### src/rtl/ctrl_pkg.sv
// Shared opcode, ALU-function and state definitions for the Mini SRC control sequencer.
package ctrl_pkg;

  localparam int unsigned OPC_W = 5;
  localparam int unsigned ALU_W = 5;

  localparam logic [OPC_W-1:0] OP_LD   = 5'b00000;
  localparam logic [OPC_W-1:0] OP_LDI  = 5'b00001;
  localparam logic [OPC_W-1:0] OP_ST   = 5'b00010;
  localparam logic [OPC_W-1:0] OP_ADD  = 5'b00011;
  localparam logic [OPC_W-1:0] OP_SUB  = 5'b00100;
  localparam logic [OPC_W-1:0] OP_AND  = 5'b00101;
  localparam logic [OPC_W-1:0] OP_OR   = 5'b00110;
  localparam logic [OPC_W-1:0] OP_ADDI = 5'b01100;
  localparam logic [OPC_W-1:0] OP_ANDI = 5'b01101;
  localparam logic [OPC_W-1:0] OP_ORI  = 5'b01110;
  localparam logic [OPC_W-1:0] OP_BRX  = 5'b10010;
  localparam logic [OPC_W-1:0] OP_JR   = 5'b10100;
  localparam logic [OPC_W-1:0] OP_NOP  = 5'b11010;
  localparam logic [OPC_W-1:0] OP_HALT = 5'b11011;

  localparam logic [ALU_W-1:0] ALU_NONE = 5'b00000;
  localparam logic [ALU_W-1:0] ALU_ADD  = 5'b00011;
  localparam logic [ALU_W-1:0] ALU_SUB  = 5'b00100;
  localparam logic [ALU_W-1:0] ALU_AND  = 5'b00101;
  localparam logic [ALU_W-1:0] ALU_OR   = 5'b00110;

  typedef enum logic [4:0] {
    ST_RST  = 5'd0,
    ST_T0   = 5'd1,
    ST_T1   = 5'd2,
    ST_T2   = 5'd3,
    ST_T3   = 5'd4,
    ST_T4   = 5'd5,
    ST_T5   = 5'd6,
    ST_T6   = 5'd7,
    ST_T7   = 5'd8,
    ST_HALT = 5'd9
  } state_e;

  typedef enum logic [3:0] {
    CL_RTYPE = 4'd0,
    CL_ITYPE = 4'd1,
    CL_LDI   = 4'd2,
    CL_LD    = 4'd3,
    CL_ST    = 4'd4,
    CL_BR    = 4'd5,
    CL_JR    = 4'd6,
    CL_NOP   = 4'd7,
    CL_HALT  = 4'd8
  } op_class_e;

  // Immediate forms reuse the register-form ALU function of the same name.
  function automatic logic [ALU_W-1:0] imm_alu(input logic [OPC_W-1:0] op);
    logic [ALU_W-1:0] f;
    f = ALU_NONE;
    case (op)
      OP_ADDI: f = ALU_ADD;
      OP_ANDI: f = ALU_AND;
      OP_ORI:  f = ALU_OR;
      default: f = ALU_NONE;
    endcase
    return f;
  endfunction

endpackage

### src/rtl/ctrl_op_class.sv
// Combinational opcode classifier: groups opcodes that share a T-state sequence.
module ctrl_op_class
  import ctrl_pkg::*;
(
  input  logic [OPC_W-1:0] opcode,
  output op_class_e        op_class
);

  always_comb begin
    op_class = CL_NOP;
    case (opcode)
      OP_ADD, OP_SUB, OP_AND, OP_OR: op_class = CL_RTYPE;
      OP_ADDI, OP_ANDI, OP_ORI:      op_class = CL_ITYPE;
      OP_LDI:                        op_class = CL_LDI;
      OP_LD:                         op_class = CL_LD;
      OP_ST:                         op_class = CL_ST;
      OP_BRX:                        op_class = CL_BR;
      OP_JR:                         op_class = CL_JR;
      OP_HALT:                       op_class = CL_HALT;
      default:                       op_class = CL_NOP;
    endcase
  end

endmodule

### src/rtl/ctrl_seq.sv
// Hardwired Mini SRC control sequencer: fetch T0-T2, opcode-specific execute T3-T7,
// Moore-decoded datapath strobes, stop honoured at instruction boundaries.
module ctrl_seq
  import ctrl_pkg::*;
#(
  parameter int STATE_W = 5
) (
  input  logic        clk,
  input  logic        reset,
  input  logic        stop,
  input  logic [31:0] IR,
  input  logic        CON,
  output logic        Gra,
  output logic        Grb,
  output logic        Grc,
  output logic        Rin,
  output logic        Rout,
  output logic        BAout,
  output logic        PCout,
  output logic        PCin,
  output logic        IncPC,
  output logic        MARin,
  output logic        MDRin,
  output logic        MDRout,
  output logic        IRin,
  output logic        Read,
  output logic        Write,
  output logic        Yin,
  output logic        Zin,
  output logic        Zlowout,
  output logic        Cout,
  output logic        CONin,
  output logic [4:0]  alu_op,
  output logic        run
);

  localparam int EW = $bits(state_e);

  logic [STATE_W-1:0] state_q, state_d;
  logic               stop_pend_q, stop_pend_d;
  state_e             cur_st, nxt_st;
  op_class_e          op_class;
  logic [OPC_W-1:0]   opcode;
  logic               last_st;
  logic               run_st;
  logic               unused_ir;

  assign opcode    = IR[31:27];
  assign unused_ir = ^IR[26:0];
  assign cur_st    = state_e'(state_q[EW-1:0]);
  assign run_st    = (cur_st != ST_RST) && (cur_st != ST_HALT);

  ctrl_op_class u_op_class (
    .opcode   (opcode),
    .op_class (op_class)
  );

  // Sequence length is decided by the class; last_st marks the instruction boundary.
  always_comb begin
    nxt_st  = cur_st;
    last_st = 1'b0;
    unique case (cur_st)
      ST_RST:  nxt_st = ST_T0;
      ST_T0:   nxt_st = ST_T1;
      ST_T1:   nxt_st = ST_T2;
      ST_T2: begin
        if (op_class == CL_HALT)     nxt_st = ST_HALT;
        else if (op_class == CL_NOP) last_st = 1'b1;
        else                         nxt_st = ST_T3;
      end
      ST_T3: begin
        if (op_class == CL_JR) last_st = 1'b1;
        else                   nxt_st = ST_T4;
      end
      ST_T4:   nxt_st = ST_T5;
      ST_T5: begin
        if ((op_class == CL_RTYPE) || (op_class == CL_ITYPE) || (op_class == CL_LDI))
          last_st = 1'b1;
        else
          nxt_st = ST_T6;
      end
      ST_T6: begin
        if (op_class == CL_BR) last_st = 1'b1;
        else                   nxt_st = ST_T7;
      end
      ST_T7:   last_st = 1'b1;
      ST_HALT: nxt_st = ST_HALT;
      default: nxt_st = ST_RST;
    endcase
    if (last_st) nxt_st = (stop || stop_pend_q) ? ST_HALT : ST_T0;
  end

  // A stop seen anywhere inside an instruction is held until its boundary.
  always_comb begin
    stop_pend_d = 1'b0;
    if (run_st && !last_st) stop_pend_d = stop_pend_q | stop;
    state_d = STATE_W'(nxt_st);
  end

  always_ff @(posedge clk) begin
    if (reset) begin
      state_q     <= STATE_W'(ST_RST);
      stop_pend_q <= 1'b0;
    end else begin
      state_q     <= state_d;
      stop_pend_q <= stop_pend_d;
    end
  end

  always_comb begin
    Gra = 1'b0; Grb = 1'b0; Grc = 1'b0; Rin = 1'b0; Rout = 1'b0; BAout = 1'b0;
    PCout = 1'b0; PCin = 1'b0; IncPC = 1'b0;
    MARin = 1'b0; MDRin = 1'b0; MDRout = 1'b0; IRin = 1'b0;
    Read = 1'b0; Write = 1'b0;
    Yin = 1'b0; Zin = 1'b0; Zlowout = 1'b0; Cout = 1'b0; CONin = 1'b0;
    alu_op = ALU_NONE;
    run = run_st;
    case (cur_st)
      ST_T0: begin
        PCout = 1'b1; MARin = 1'b1; IncPC = 1'b1; Zin = 1'b1;
      end
      ST_T1: begin
        Zlowout = 1'b1; PCin = 1'b1; Read = 1'b1; MDRin = 1'b1;
      end
      ST_T2: begin
        MDRout = 1'b1; IRin = 1'b1;
      end
      ST_T3: begin
        case (op_class)
          CL_RTYPE, CL_ITYPE: begin Grb = 1'b1; Rout = 1'b1; Yin = 1'b1; end
          CL_LDI, CL_LD, CL_ST: begin Grb = 1'b1; BAout = 1'b1; Yin = 1'b1; end
          CL_BR: begin Gra = 1'b1; Rout = 1'b1; CONin = 1'b1; end
          CL_JR: begin Gra = 1'b1; Rout = 1'b1; PCin = 1'b1; end
          default: ;
        endcase
      end
      ST_T4: begin
        case (op_class)
          CL_RTYPE: begin Grc = 1'b1; Rout = 1'b1; Zin = 1'b1; alu_op = opcode; end
          CL_ITYPE: begin Cout = 1'b1; Zin = 1'b1; alu_op = imm_alu(opcode); end
          CL_LDI, CL_LD, CL_ST: begin Cout = 1'b1; Zin = 1'b1; alu_op = ALU_ADD; end
          CL_BR: begin PCout = 1'b1; Yin = 1'b1; end
          default: ;
        endcase
      end
      ST_T5: begin
        case (op_class)
          CL_RTYPE, CL_ITYPE, CL_LDI: begin Zlowout = 1'b1; Gra = 1'b1; Rin = 1'b1; end
          CL_LD, CL_ST: begin Zlowout = 1'b1; MARin = 1'b1; end
          CL_BR: begin Cout = 1'b1; Zin = 1'b1; alu_op = ALU_ADD; end
          default: ;
        endcase
      end
      ST_T6: begin
        case (op_class)
          CL_LD: begin Read = 1'b1; MDRin = 1'b1; end
          CL_ST: begin Gra = 1'b1; Rout = 1'b1; MDRin = 1'b1; end
          CL_BR: begin Zlowout = 1'b1; PCin = CON; end
          default: ;
        endcase
      end
      ST_T7: begin
        case (op_class)
          CL_LD: begin MDRout = 1'b1; Gra = 1'b1; Rin = 1'b1; end
          CL_ST: Write = 1'b1;
          default: ;
        endcase
      end
      default: ;
    endcase
  end

endmodule
### config.mk
export PLATFORM = sky130hd
export DESIGN_NAME = ctrl_seq
export DESIGN_NICKNAME = d
export VERILOG_FILES = /design/src/rtl/ctrl_pkg.sv /design/src/rtl/ctrl_op_class.sv /design/src/rtl/ctrl_seq.sv
export SDC_FILE = /design/constraint.sdc
export NUM_CORES = 1
export LEC_CHECK = 0
export BUFFER_PORTS_ARGS = -buffer_cell sky130_fd_sc_hd__buf_2
export CORE_MARGIN = 1.5
export CORE_UTILIZATION = 45
export CTS_CLUSTER_DIAMETER = 60
export DETAILED_ROUTE_END_ITERATION = 12
export PLACE_DENSITY = 0.93
export SKIP_CTS_REPAIR_TIMING = 1
export SYNTH_ARGS = -nofsm -noshare
export SYNTH_HDL_FRONTEND = slang
export SYNTH_SLANG_ARGS = --single-unit
### constraint.sdc
create_clock -name clk -period 4.4 [get_ports clk]
set_clock_uncertainty 0.2 [all_clocks]
set_input_delay 0.22 -clock clk [delete_from_list [all_inputs] [get_ports clk]]
set_output_delay 0.22 -clock clk [all_outputs]
set_load 0.005 [all_outputs]
# ---- Yosys cells after proc, flatten, opt, wreduce, memory -nomap -nowiden
# Memories as Yosys holds them, arrays and structs flattened.
# Index checks and enable logic that the tools add are counted.
dict set report totals {
  register_bits 6
  romBits 128
  input_bits 36
  output_inout_bits 26
  wordCells 98
  mem_count 1
}
dict set report classes {
  eq_ne 26
  mux 49
  bitwise 2
  n_reduce_logical 18
}
# memory depth width read_ports rd_ports_with_merged_regs wr line_no
set memory_table {}
lappend memory_table {{(no name shown)} 32 4 1 0 0 ctrl_op_class.sv:11} ;# case (opcode)
# op n
set op_table {}
lappend op_table {{5-bit one-hot mux with 10 select lines} 1}
lappend op_table {{5-bit two-way mux} 6}
lappend op_table {{5-bit by 4-bit == test with 1-bit output (second input constant)} 5}
lappend op_table {{1-bit two-way mux} 23}
lappend op_table {{5-bit by 3-bit == test with 1-bit output (second input constant)} 4}
lappend op_table {{4-bit by 3-bit == test with 1-bit output (second input constant)} 4}
lappend op_table {{1-bit one-hot mux with 2 select lines} 8}
lappend op_table {{5-bit one-hot mux with 3 select lines} 1}
lappend op_table {{1-bit one-hot mux with 3 select lines} 4}
lappend op_table {{5-bit by 2-bit == test with 1-bit output (second input constant)} 2}
lappend op_table {{5-bit one-hot mux with 2 select lines} 1}
lappend op_table {{3-bit != test (second input constant)} 3}
lappend op_table {{3-bit one-hot mux with 3 select lines} 1}
lappend op_table {{4-bit by 2-bit == test with 1-bit output (second input constant)} 2}
lappend op_table {{4-bit OR reduction} 2}
lappend op_table {{2-bit OR reduction} 3}
lappend op_table {{3-bit OR reduction} 2}
lappend op_table {{5-bit by 1-bit == test with 1-bit output (second input constant)} 1}
lappend op_table {{5-bit zero test} 1}
lappend op_table {{5-bit by 4-bit != test with 1-bit output (second input constant)} 1}
lappend op_table {{1-bit one-hot mux with 5 select lines} 1}
lappend op_table {{5-bit AND reduction} 1}
lappend op_table {{5-bit nonzero test} 1}
lappend op_table {{5-bit OR reduction} 1}
lappend op_table {{other kinds (13)} 16}

# ---- Depth between registers and ports, before layout
# An unclocked memory read counts as a cell.
dict set report logic_depth {
  ltp_word 10
  mapped_depth 7
  mapped_depth_nobuf 5
}

# ---- Modules after synthesis
# A second synthesis with hierarchy kept.
dict set report hier_totals {
  hier_cells 146
  area_unflattened_um2 970.9
}
# mod n_inst cells_per_inst area_per_inst_um2 seq_area_each_um2
set by_module_without_submodules {}
lappend by_module_without_submodules {ctrl_seq 1 128 859.6 100.1}
lappend by_module_without_submodules {ctrl_op_class 1 18 111.4 0.0}

# ---- Worst setup path before layout
# Ideal clock, no wire load.
dict set report synth_path {
  path_type {register to output}
  startpoint {register state_q[3] (netlist: cur_st[3])}
  endpoint {output port Cout}
  arrival_ns 1.339
  required_time_ns 3.980
  setup_slack_ns 2.641
  path_stages_with_launch 6
  n_path_buf 1
  cell_sequence {dfxtp_1 > clkbuf_1 > nand2b_1 > or3_1 > nand2b_1 > o21ai_0}
}
dict set report synth_via {
  elab_chain_len 2
  word_cells_on_any_way 3
  cone_classes {eq/ne: 2; mux: 1}
}
# item line_no
set synth_lines {}
lappend synth_lines {{start, declared} ctrl_seq.sv:39} ;# logic [STATE_W-1:0] state_q, state_d;
lappend synth_lines {{start signal, assigned} ctrl_seq.sv:102} ;# state_q <= STATE_W'(ST_RST);
lappend synth_lines {{start signal, assigned} ctrl_seq.sv:105} ;# state_q <= state_d;
lappend synth_lines {{5-bit by 3-bit == test with 1-bit output} ctrl_seq.sv:118} ;# case (cur_st)
lappend synth_lines {{1-bit one-hot mux with 2 select lines (*)} ctrl_seq.sv:118}
lappend synth_lines {{end, declared} ctrl_seq.sv:31} ;# output logic Cout,
# Every way passes the cells marked *; elsewhere a longest branch is shown, timed or not.

# ---- Worst setup path after layout
dict set report layout_path {
  startpoint {register state_q[0] (netlist: cur_st[0])}
  endpoint {output port Cout}
}
# Same word-level chain as after synthesis.

==> run metrics <==
nets 212; worst-path maximum fanout 23; CP max stage cell dfxtp_1; outcome finished, final reports clean; H-Tree Depth 1; pins over their slew limit 0; CTS Sinks 5; vias in the first global route 864; Fillers 218; Slew HR 0.523; Setup violations, final 0; chip height 48.4 um; CP Class reg -> out; hold path start stop; Sequential Area 100 um^2; n_diodes 0; WL/cell 12.1 um; most common cell after layout, fill and taps aside buf_2; Crit. End Element primary output; routed wire length 2.45 mm; Site Rows 16; Worst-Margin Slew 0.714 ns; Buf/Inv on CP 1; Ports 62; largest net degree at the start of global routing 24; period utilization 0.579; post-route minimum period 2.55 ns; Max VDD drop 0.275 mV; Fin. Hold Viols 0; Detail Route Antenna Nets 0; layout cells sized above 1 0.217; Power Density 208 nW/um^2; Area Overhead vs Synth 17.0%; core area 1940 um^2; Congestion Overflow GR 0; DRT iter0 DRCs 58; R2R Path Start cur_st[0]; initial core utilization 0.477; Async SR Flop Fraction 0; delay-heaviest family, CP simple AND/OR/NAND/NOR gates; Peak Freq 393 MHz; first-pass GRT wire length 3.82 mm; FF+latch count, synth 5; critical path cell sequence nand2b_1, or3_1, nand2b_1, o21ai_0, buf_2; max-cap viol count 0; Pre-Repair DR Iteration Count 4; gp weighted congestion 0.896; HP Class in -> reg; Seq/Total Area, Yosys 0.108; Residual DRC 0; Leak Pwr 0.511 nW; CP max stage delay 0.77 ns; Die ar. 2340 um^2; crit path launch type flop; synth warn 0; Post-Synthesis Cells 152; commonest non-fill, non-tap cells in the layout buf_2, nor2_1, a21oi_1; Synth Cell Area 926 um^2; total CTS buffers 3; clk root buf clkbuf_4; IO Port Bufs 32; clk buf depth 2; dpl hpwl 1.80 mm; area of the multi-input gates 734 um^2; final core occ 0.558; Post-Place Cell Area 1050 um^2; dominant synthesized flop cell dfxtp_1; total global-route track usage 0.195; unrepaired setup endpoints after global routing no; Die Width 48.4 um; CP arrival 2.13 ns; total power 0.226 mW; setup_tns 0 ns; average size of a mapped cell 6.09 um^2; vias per cell 5.69; CTS tree done; CTS clk-pin slew, worst paths 0.04 ns; Skew-Pair Late Insertion Delay 0.24 ns; CP dominant cell by count nand2b_1; Setup crit start cur_st[0]; vias post-DR 1149; Yosys cell types 41; Post-synth EDFFs 0; initial antenna violation count 0; design area 1080 um^2; Worst Path Required 3.98 ns
sequential cells by signal, summed over array words and instances (netlist names):
| register | count |
|---|---|
| cur_st | 4 |
| stop_pend_q | 1 |
metrics by stage:
step	hold WS, ns	instances	setup slack, ns
after floorplan	0.0891	153	2.64
after global routing	0.102	202	1.72
after detailed placement	0.226	197	2.13
final	0.0747	202	1.85
after CTS	-0.0220	201	1.87
after global placement	0.219	197	2.15
logic make-up after synthesis:
| family | count (synthesis) | synth area share |
|---|---|---|
| other | 1 | 0.00405 |
| multiplexers | 3 | 0.0338 |
| flip-flops | 5 | 0.108 |
| AO/OA/AOI/OAI | 42 | 0.295 |
| XOR/XNOR | 4 | 0.0378 |
| AND/OR/NAND/NOR | 77 | 0.419 |
| buffers and inverters | 20 | 0.103 |
synth_stat cells, types with 3 or more instances:
library cell  instances  area (um^2)
nand3_1               5         25.0
nor3_1                9         45.0
a21oi_1              14         70.1
nand2_1              11         41.3
buf_2                 7         35.0
xor2_1                3         26.3
nand4_1               4         25.0
inv_1                 5         18.8
nor2b_1               4         25.0
buf_4                 3         22.5
o21a_1                3         22.5
dfxtp_1               5          100
nand2b_1              8         50.1
o31ai_1               3         22.5
a31oi_1               3         18.8
and3_1                4         25.0
o21ai_0               7         35.0
clkbuf_1              4         15.0
nor2_1               24         90.1
worst min-delay path, stage by stage:
cell	delay, ns
buf_2	0.07
o21bai_1	0.06
mux2i_1	0.11
routing by layer:
metal,vias up,share of wire,track usage
met1,526,0.49,0.292
li1,582,-,-
met3,0,0.060,0.0370
met5,-,0,0
met2,41,0.45,0.310
met4,0,0,0
final timing paths:
check / cells after the start / slack [ns] / endpoint
worst min-delay path: 3 / 0.07 / cur_st[3]
worst max-delay path: 5 / 1.85 / Cout
worst min register to register: 2 / 0.35 / cur_st[3]
worst max register to register: 5 / 2.36 / stop_pend_q
power breakdown:
group / total (mW) / internal (mW) / switching, mW / leakage, nW
registers: 0.0697 / 0.0508 / 0.0190 / 0.0411
logic: 0.104 / 0.0464 / 0.0576 / 0.454
clock network: 0.0520 / 0.0342 / 0.0177 / 0.0150
cell type report:
| cell class | instances | share of cell area |
|---|---|---|
| clock buffers | 4 | 0.0242 |
| inverters | 5 | 0.0173 |
| multi-input cells | 128 | 0.678 |
| well taps | 27 | 0.0312 |
| flip-flops and latches | 5 | 0.0924 |
| repair buffers | 33 | 0.157 |
No activity file was read; power rests on OpenSTA's default activity.
